### src/rtl/icache_pkg.sv
// Shared definitions for the direct-mapped instruction cache:
// FSM state encoding and PC index/tag extraction helpers.
package icache_pkg;

    typedef enum logic [1:0] {
        IDLE   = 2'd0,
        MISS   = 2'd1,
        REFILL = 2'd2
    } state_t;

    localparam int WORD_W = 32;

    // Line index of a fetch address: pc[index_bits+1:2], zero-extended to 32 bits.
    function automatic logic [31:0] pc_index(input logic [31:0] pc, input int index_bits);
        return (pc >> 2) & ((32'd1 << index_bits) - 32'd1);
    endfunction

    // Tag of a fetch address: pc[31:index_bits+2], zero-extended to 32 bits.
    function automatic logic [31:0] pc_tag(input logic [31:0] pc, input int index_bits);
        return pc >> (index_bits + 2);
    endfunction

endpackage

### src/rtl/icache_tag_array.sv
// Valid/tag/data storage for the direct-mapped instruction cache.
// Combinational read port, single write port, global invalidate.
// Invalidate wins over a same-cycle write for the valid bit only; the
// tag and data are still written so the line simply stays invalid.
module icache_tag_array #(
    parameter int INDEX_BITS = 6,
    parameter int TAG_BITS   = 24
) (
    input  logic                  clk,
    input  logic                  rst,
    input  logic [INDEX_BITS-1:0] rd_idx,
    output logic                  rd_valid,
    output logic [TAG_BITS-1:0]   rd_tag,
    output logic [31:0]           rd_data,
    input  logic                  wr_en,
    input  logic [INDEX_BITS-1:0] wr_idx,
    input  logic [TAG_BITS-1:0]   wr_tag,
    input  logic [31:0]           wr_data,
    input  logic                  inv
);

    localparam int LINES = 1 << INDEX_BITS;

    logic [LINES-1:0]    valid_r;
    logic [TAG_BITS-1:0] tag_r  [LINES];
    logic [31:0]         data_r [LINES];

    // Valid bits: cleared by reset or invalidate, set by a refill write.
    always_ff @(posedge clk or posedge rst) begin
        if (rst) begin
            valid_r <= {LINES{1'b0}};
        end else if (inv) begin
            valid_r <= {LINES{1'b0}};
        end else if (wr_en) begin
            valid_r[wr_idx] <= 1'b1;
        end
    end

    // Tag and data payload: written on refill, no reset needed.
    always_ff @(posedge clk) begin
        if (wr_en) begin
            tag_r[wr_idx]  <= wr_tag;
            data_r[wr_idx] <= wr_data;
        end
    end

    assign rd_valid = valid_r[rd_idx];
    assign rd_tag   = tag_r[rd_idx];
    assign rd_data  = data_r[rd_idx];

endmodule

### src/rtl/icache_dm.sv
// Direct-mapped single-word-line instruction cache with a combinational hit
// path and a request/valid refill handshake.
// Optional hit/miss counters are enabled with the ICACHE_STATS_EN macro.
module icache_dm
    import icache_pkg::*;
#(
    parameter int INDEX_BITS = 6
) (
    input  logic        clk,
    input  logic        rst,
    input  logic [31:0] pc_i,
    input  logic        req_i,
    input  logic        inv_i,
    output logic [31:0] instr_o,
    output logic        stall_o,
    output logic        mem_req_o,
    output logic [31:0] mem_addr_o,
    input  logic [31:0] mem_rdata_i,
    input  logic        mem_valid_i
`ifdef ICACHE_STATS_EN
    ,
    output logic [31:0] hit_cnt_o,
    output logic [31:0] miss_cnt_o
`endif
);

    localparam int TAG_BITS = 30 - INDEX_BITS;

    state_t state_r;
    state_t state_next_s;
    logic [31:0] miss_addr_r;

    logic [31:0] pc_idx_full_s, pc_tag_full_s, miss_idx_full_s, miss_tag_full_s;
    logic [INDEX_BITS-1:0] pc_idx_s, miss_idx_s;
    logic [TAG_BITS-1:0]   pc_tag_s, miss_tag_s;

    logic                rd_valid_s;
    logic [TAG_BITS-1:0] rd_tag_s;
    logic [31:0]         rd_data_s;
    logic                wr_en_s;
    logic                hit_s;
    logic                idle_miss_s;

    logic [31:0] instr_s;
    logic        stall_s;
    logic        mem_req_s;

    assign pc_idx_full_s   = pc_index(pc_i, INDEX_BITS);
    assign pc_tag_full_s   = pc_tag(pc_i, INDEX_BITS);
    assign miss_idx_full_s = pc_index(miss_addr_r, INDEX_BITS);
    assign miss_tag_full_s = pc_tag(miss_addr_r, INDEX_BITS);
    assign pc_idx_s        = pc_idx_full_s[INDEX_BITS-1:0];
    assign pc_tag_s        = pc_tag_full_s[TAG_BITS-1:0];
    assign miss_idx_s      = miss_idx_full_s[INDEX_BITS-1:0];
    assign miss_tag_s      = miss_tag_full_s[TAG_BITS-1:0];

    // Byte-offset bits and the zero upper bits of the helper results are not needed.
    logic unused_bits_s;
    assign unused_bits_s = ^{pc_i[1:0], miss_addr_r[1:0],
                             pc_idx_full_s[31:INDEX_BITS], pc_tag_full_s[31:TAG_BITS],
                             miss_idx_full_s[31:INDEX_BITS], miss_tag_full_s[31:TAG_BITS]};

    icache_tag_array #(
        .INDEX_BITS (INDEX_BITS),
        .TAG_BITS   (TAG_BITS)
    ) u_array (
        .clk      (clk),
        .rst      (rst),
        .rd_idx   (pc_idx_s),
        .rd_valid (rd_valid_s),
        .rd_tag   (rd_tag_s),
        .rd_data  (rd_data_s),
        .wr_en    (wr_en_s),
        .wr_idx   (miss_idx_s),
        .wr_tag   (miss_tag_s),
        .wr_data  (mem_rdata_i),
        .inv      (inv_i)
    );

    assign hit_s       = req_i && rd_valid_s && (rd_tag_s == pc_tag_s);
    assign idle_miss_s = (state_r == IDLE) && req_i && !hit_s;
    // Refill data is accepted only while waiting in MISS; stray pulses are dropped.
    assign wr_en_s     = (state_r == MISS) && mem_valid_i;

    // State register.
    always_ff @(posedge clk or posedge rst) begin
        if (rst) begin
            state_r <= IDLE;
        end else begin
            state_r <= state_next_s;
        end
    end

    // Next-state logic: IDLE -> MISS on a lookup miss, MISS -> REFILL on data, REFILL -> IDLE.
    always_comb begin
        state_next_s = state_r;
        case (state_r)
            IDLE:    state_next_s = idle_miss_s ? MISS : IDLE;
            MISS:    state_next_s = mem_valid_i ? REFILL : MISS;
            REFILL:  state_next_s = IDLE;
            default: state_next_s = IDLE;
        endcase
    end

    // Output decode: hit data and stall for the core, refill request to memory.
    always_comb begin
        instr_s   = 32'd0;
        stall_s   = 1'b0;
        mem_req_s = 1'b0;
        case (state_r)
            IDLE: begin
                if (hit_s) begin
                    instr_s = rd_data_s;
                end else begin
                    stall_s = req_i;
                end
            end
            MISS: begin
                stall_s   = 1'b1;
                mem_req_s = 1'b1;
            end
            REFILL:  stall_s = 1'b1;
            default: stall_s = 1'b0;
        endcase
    end

    // Reset forces quiet outputs immediately, even with a fetch pending.
    assign instr_o    = rst ? 32'd0 : instr_s;
    assign stall_o    = rst ? 1'b0  : stall_s;
    assign mem_req_o  = rst ? 1'b0  : mem_req_s;
    assign mem_addr_o = {miss_addr_r[31:2], 2'b00};

    // Miss address capture; held for the whole refill regardless of pc_i.
    always_ff @(posedge clk or posedge rst) begin
        if (rst) begin
            miss_addr_r <= 32'd0;
        end else if (idle_miss_s) begin
            miss_addr_r <= pc_i;
        end
    end

`ifdef ICACHE_STATS_EN
    logic [31:0] hit_cnt_r;
    logic [31:0] miss_cnt_r;

    // Saturating hit/miss counters; unaffected by invalidate.
    always_ff @(posedge clk or posedge rst) begin
        if (rst) begin
            hit_cnt_r  <= 32'd0;
            miss_cnt_r <= 32'd0;
        end else begin
            if ((state_r == IDLE) && hit_s && (hit_cnt_r != 32'hFFFF_FFFF)) begin
                hit_cnt_r <= hit_cnt_r + 32'd1;
            end
            if (idle_miss_s && (miss_cnt_r != 32'hFFFF_FFFF)) begin
                miss_cnt_r <= miss_cnt_r + 32'd1;
            end
        end
    end

    assign hit_cnt_o  = hit_cnt_r;
    assign miss_cnt_o = miss_cnt_r;
`endif

endmodule

### config.mk
export PLATFORM = sky130hd
export DESIGN_NAME = icache_dm
export DESIGN_NICKNAME = d
export VERILOG_FILES = /design/src/rtl/icache_pkg.sv /design/src/rtl/icache_tag_array.sv /design/src/rtl/icache_dm.sv
export SDC_FILE = /design/constraint.sdc
export NUM_CORES = 2
export LEC_CHECK = 0
export CAP_MARGIN = 20
export CORE_MARGIN = 4
export CORE_UTILIZATION = 60
export CTS_CLUSTER_SIZE = 30
export DETAILED_ROUTE_END_ITERATION = 10
export GPL_ROUTABILITY_DRIVEN = 0
export PLACE_DENSITY = 0.83
export SETUP_SLACK_MARGIN = 0.3
export SLEW_MARGIN = 20
export SYNTH_ARGS = -nofsm -noshare
export SYNTH_HDL_FRONTEND = slang
export SYNTH_HIERARCHICAL = 1
export SYNTH_SLANG_ARGS = --single-unit
export TNS_END_PERCENT = 30
### constraint.sdc
create_clock -name clk -period 7.2 [get_ports clk]
set_input_delay 1.8 -clock clk [delete_from_list [all_inputs] [get_ports clk]]
set_output_delay 1.8 -clock clk [all_outputs]
set_load 0.05 [all_outputs]
# After elaboration in Yosys (flattened, before gate mapping)
# Memories as Yosys holds them, arrays and structs flattened.
# Cells that the tools add are included.
# word_totals
n_memories,2
wordCells,41
ram_bits,3584
out_inout_bits,66
inputBits,69
reg_bits,98
# mem_list
memory,words,width,read_ports,rd_clocked_by_memory_dff,write_ports,line_no,text
u_array.data_r,64,32,1,0,1,icache_tag_array.sv:26,logic [31:0] data_r [LINES];
u_array.tag_r,64,24,1,0,1,icache_tag_array.sv:25,logic [TAG_BITS-1:0] tag_r [LINES];
# op_classes
n_reduce_logical,10
bitwise_logic,1
eq_ne,3
n_mux,19
magnitude_cmp,3
# ops
op,n
$mux 64,2
$mux 32,3
$or 64x64->64,1
$eq 24x24->1,1
$lt 6x7->1 const B,2
$mux 1,9
$bmux 1 s6,1
$demux 1 s6,1
$ge 6x1->1 const B,1
$logic_and 1x1->1,6
$pmux 2 s2,1
$eq 2x1->1 const B,1
$eq 2x2->1 const B,1
$logic_not 2->1,1
$mux 2,1
$pmux 1 s2,1
$reduce_bool 2->1,1
$reduce_or 2->1,1
$logic_not 1->1,1

# Logic depth before layout (Yosys ltp)
# logic_depth
ltp_word,8
depth_mapped,16
ltp_nobuf,10

# Modules after synthesis
# The synthesis kept the hierarchy.
# modules_own_cells
module,area_per_inst_um2,seq_area_each_um2,cells_per_inst,n_inst
icache_tag_array,138117.5,109224.8,5900,1
icache_dm,1790.5,800.8,151,1

# Worst setup path before layout
# Ideal clock, no wire load.
# synth_timing
path_type,input -> output
start,input pc_i[2]
end,output stall_o
path_slack_ps,97
arrival_time_ps,5303
required_time_ps,5400
path_buffers,5
stages,13
path_cell_list,buf_4 > buf_6 > buf_6 > buf_2 > mux4_2 > a221oi_1 > a221oi_1 > xnor2_1 > nand4_1 > or4_4 > o311ai_4 > buf_6 > a211oi_1
# synth_between
word_cells_on_any_way,9
classes_between,eq/ne (1); mux (5); reduce/logical (2); memory (1)
# synth_rtl
item,line_no,text
start: declaration,icache_dm.sv:11,"input logic [31:0] pc_i,"
$mem_v2 64x24,--,
net rd_tag_s[8],icache_dm.sv:38,logic [TAG_BITS-1:0] rd_tag_s;
$eq 24x24->1,icache_dm.sv:80,assign hit_s = req_i && rd_valid_s && (rd_tag_s == pc_tag_s);
$logic_and 1x1->1,icache_dm.sv:80,
$mux 1,icache_dm.sv:112,if (hit_s) begin
$pmux 1 s2,icache_dm.sv:110,case (state_r)
$mux 1,icache_dm.sv:129,assign stall_o = rst ? 1'b0 : stall_s;
end: declaration,icache_dm.sv:15,"output logic stall_o,"
# The timed path passes the listed nets, and every way through them passes these cells. The select of a mux whose other input is x is not followed.

# Worst setup path after layout
# layout_timing
start,input pc_i[2]
end,output instr_o[29]
# layout_between
word_cells_on_any_way,10
classes_between,eq/ne (1); mux (5); reduce/logical (2); memory (2)
# layout_rtl
item,line_no,text
$mem_v2 64x24,--,
net rd_tag_s[3],icache_dm.sv:38,
$eq 24x24->1,icache_dm.sv:80,
$logic_and 1x1->1,icache_dm.sv:80,
$mux 32,icache_dm.sv:112,
$mux 32,icache_dm.sv:110,
$mux 32,icache_dm.sv:128,assign instr_o = rst ? 32'd0 : instr_s;
end: declaration,icache_dm.sv:14,"output logic [31:0] instr_o,"
# The timed path passes the listed nets, and every way through them passes these cells. The select of a mux whose other input is x is not followed.

==> results.md <==
- CP cell instances: buf_16, mux4_2, a22o_4, a221oi_4, a221oi_2, buf_4, xnor2_4, buf_6, nand4_1, buf_4, or4_4, nor4_4, buf_12, buf_12, buf_16, and2_4, buf_12
- Area contributors post-synth: edfxtp_1 77%, mux4_2 15%, dfrtp_1 1.7%, a221oi_1 0.89%, nor2_1 0.71%
- Largest net degree at the start of global routing: 147
- # setup viols final: 33
- Buf/Inv on CP: 8
- TritonRoute pass-1 iters: 11
- Power density cells: 297 nW/µm²
- Ys Warns: 6
- Site Rows: 177
- Ports: 135
- Cell with the most instances after synthesis: edfxtp_1
- Hold Buf Count CTS: 0
- Die X: 491 µm
- Violated checks: negative setup slack
- Wirelength per Cell: 48.1 µm
- Max FO, Critical Path: 8
- Cts bufs inserted: 348
- Fin util: 69.3%
- Insertion delay to the later sink of the worst-skew pair: 1020 ps
- Max Clock Skew: 66.5 ps
- Register area share after synthesis: 78.6%
- Most common cell on crit path: buf_12
- Yosys top cell area share: 76.9%
- FFs w/ async S/R, synth: 2.61%
- Finished Layout Cells: 10000
- Hold Startpoint: u_array/valid_r[41]
- Kind of critical path: in2out
- Routing usage on met1: 46.9%
- Setup crit end kind: output pin
- Vias per cell: 8.01
- Synth top cells by count: 3584 x edfxtp_1, 901 x mux4_2, 266 x nor2_1, 142 x a221oi_1, 125 x clkbuf_1
- Crit path launch type: input port
- Worst Tran Pin Value: 1280 ps
- Vias in the first global route: 80300
- Die Span Y: 491 µm
- Post-DP HPWL: 223000 µm
- CTS root buffer: clkbuf_16
- Final period util: 112%
- Final slew viol count: 0
- Syn_area_per_cell: 23.1 µm²
- Initial antenna violation count: 24
- #FFs+latches synth: 3680
- Peak VDD IR: 0.000328 V
- Pre-CTS WS: -1130 ps
- Outcome: complete, but fails checks
- Max_cap viols: 0
- GR peak layer: met2
- Fill cell count: 12200
- Post-DRT Antenna Nets: 0
- Worst-path clk slew: 70 ps
- DR vias: 80300
- Initial Utilization: 60.2%
- Maximum clock rate: 0.124 GHz
- Worst setup margin: -859 ps
- Min-delay worst type: reg2reg
- Hold Vio Cnt, Final: 0
- Worst path slowest cell: or4_4
- Clock Sinks: 3680
- Synth Instances: 6051
- Routed WL: 482000 µm
- Slowest stage delay, CP: 650 ps
- Worst rel slew slack: 14.6%
- Min cycle time layout: 8060 ps
- Unrepaired setup endpoints after global routing: yes
- H-Tree Depth: 5
- Cell taking the most area after synthesis: edfxtp_1
- Nets: 6792
- Layout cells sized above 1: 32.1%
- Critical Path RT: 5400 ps
- IO buf count: 130
- Prevailing post-synth register cell: edfxtp_1
- Full die area: 241000 µm²
- First-pass GRT wire length: 658000 µm
- Storage cell area: 110000 µm²
- Yosys cell types: 50
- Area grow syn2layout: 15.0%
- FF-to-FF Start: u_array/tag_r[55][3]
- # DRC: 0
- Total global routing overflow: 0
- DRT iter0 DRCs: 16600
- Multi-input gate area: 29100 µm²
- M2 GR Usage: 59.8%
- Count of flip-flops with a built-in enable after synthesis: 3584
- CTS tree: done
- GR Layer Usage met3: 15.6%
- Area of the core: 232000 µm²
- Placed Cells: 9373
- GRT Overall Usage: 40.1%
- Crit path DAT: 6260 ps
- Mapped Area: 140000 µm²
- Static leakage: 51.1 nW
- Largest delay contributor family on the critical path: buffers and inverters
- Clock tree buffer depth: 4
- Setup crit start: pc_i[2]
-- report_power, final --
part / switching [mW] / total [mW] / internal, mW
registers: 0.533 / 25.5 / 25.0
logic: 2.92 / 4.16 / 1.24
clock network: 8.17 / 18.1 / 9.97
total: 11.6 / 47.8 / 36.2
-- cell usage in the layout, fill, tap and decap left out, types with 16 or more instances in the layout --
cell,count
clkinv_1,67
o21ai_0,16
o22ai_1,111
a221oi_1,111
clkinv_2,47
bufinv_16,25
buf_16,21
edfxtp_1,3584
mux2i_1,80
clkdlybuf4s50_1,60
buf_2,20
nor2_4,69
nor2_1,196
a22o_1,93
diode_2,19
a21oi_1,86
clkbuf_16,355
buf_12,124
and2_4,25
nand2_1,23
buf_4,408
mux4_2,901
buf_6,19
dfrtp_1,82
mux2_2,73
clkbuf_1,72
o221ai_1,51
a221oi_2,29
-- worst paths after layout --
path                                       endpoint  slack, ps  cells past startpoint
worst max register to register      miss_addr_r[12]       1680                     14
worst min-delay path            u_array/valid_r[41]        500                      2
worst min register to register  u_array/valid_r[41]        500                      2
min in group asynchronous       u_array/valid_r[36]       1790                      3
max in group asynchronous           miss_addr_r[26]       4630                      3
worst max-delay path                    instr_o[29]       -860                     17
-- cell type report --
class / instances / area share (%)
flip-flops and latches: 3680 / 68.4
multi-input cells: 2018 / 18.1
clock buffers: 435 / 5.75
repair buffers: 663 / 4.51
well taps: 3043 / 2.37
clock inverters: 154 / 0.868
diodes: 19 / 0.0295
inverters: 9 / 0.0218
-- metal layers --
layer / vias up / routed length (µm)
met5: - / 171
met4: 16 / 51100
met3: 3075 / 83700
met2: 10500 / 218000
met1: 39500 / 129000
li1: 27300 / -
-- per-stage QoR --
| step | total power, mW | TNS, ps | hold WS [ps] | cell area [µm²] |
|---|---|---|---|---|
| global route | 48.8 | -24890 | 521 | 161000 |
| global placement | 29.4 | -32890 | 473 | 149000 |
| detailed placement | 29.6 | -35950 | 482 | 149000 |
| CTS | 47.3 | -14330 | 497 | 161000 |
| floorplan | 27.8 | 0 | 461 | 140000 |
| finish | 47.8 | -27430 | 498 | 161000 |
-- worst min-delay path, stage by stage (launching register included) --
cell and delay [ps]:
dfrtp_1 340, nor2_1 50, nor2_1 70
-- state kept, by name, indices dropped and copies added (netlist names) --
| register | cells |
|---|---|
| u_array/data_r | 2048 |
| u_array/tag_r | 1536 |
| u_array/valid_r | 64 |
| miss_addr_r | 30 |
| state_r | 2 |
-- cells by family (layout without fill, tap and decap cells) --
logic type,after synthesis,count (layout),synth area share [%]
AOI/OAI and AO/OA,536,536,2.84
DFF,3680,3680,78.6
adders and majority gates,3,3,0.0268
other,1,21,0.00268
and+or+nand+nor,392,392,1.24
xor gates and xnor gates,24,24,0.150
buffers and inverters,354,1261,1.38
muxes,1061,1061,15.7
-- what timing repair did --
action                     4_1_cts  5_1_grt
pin swaps                       21        6
buffers inserted                15        5
setup endpoints to repair       33       33
cloned                          11        1
gates resized for setup        167        2
No activity file was read; power rests on OpenSTA's default activity.
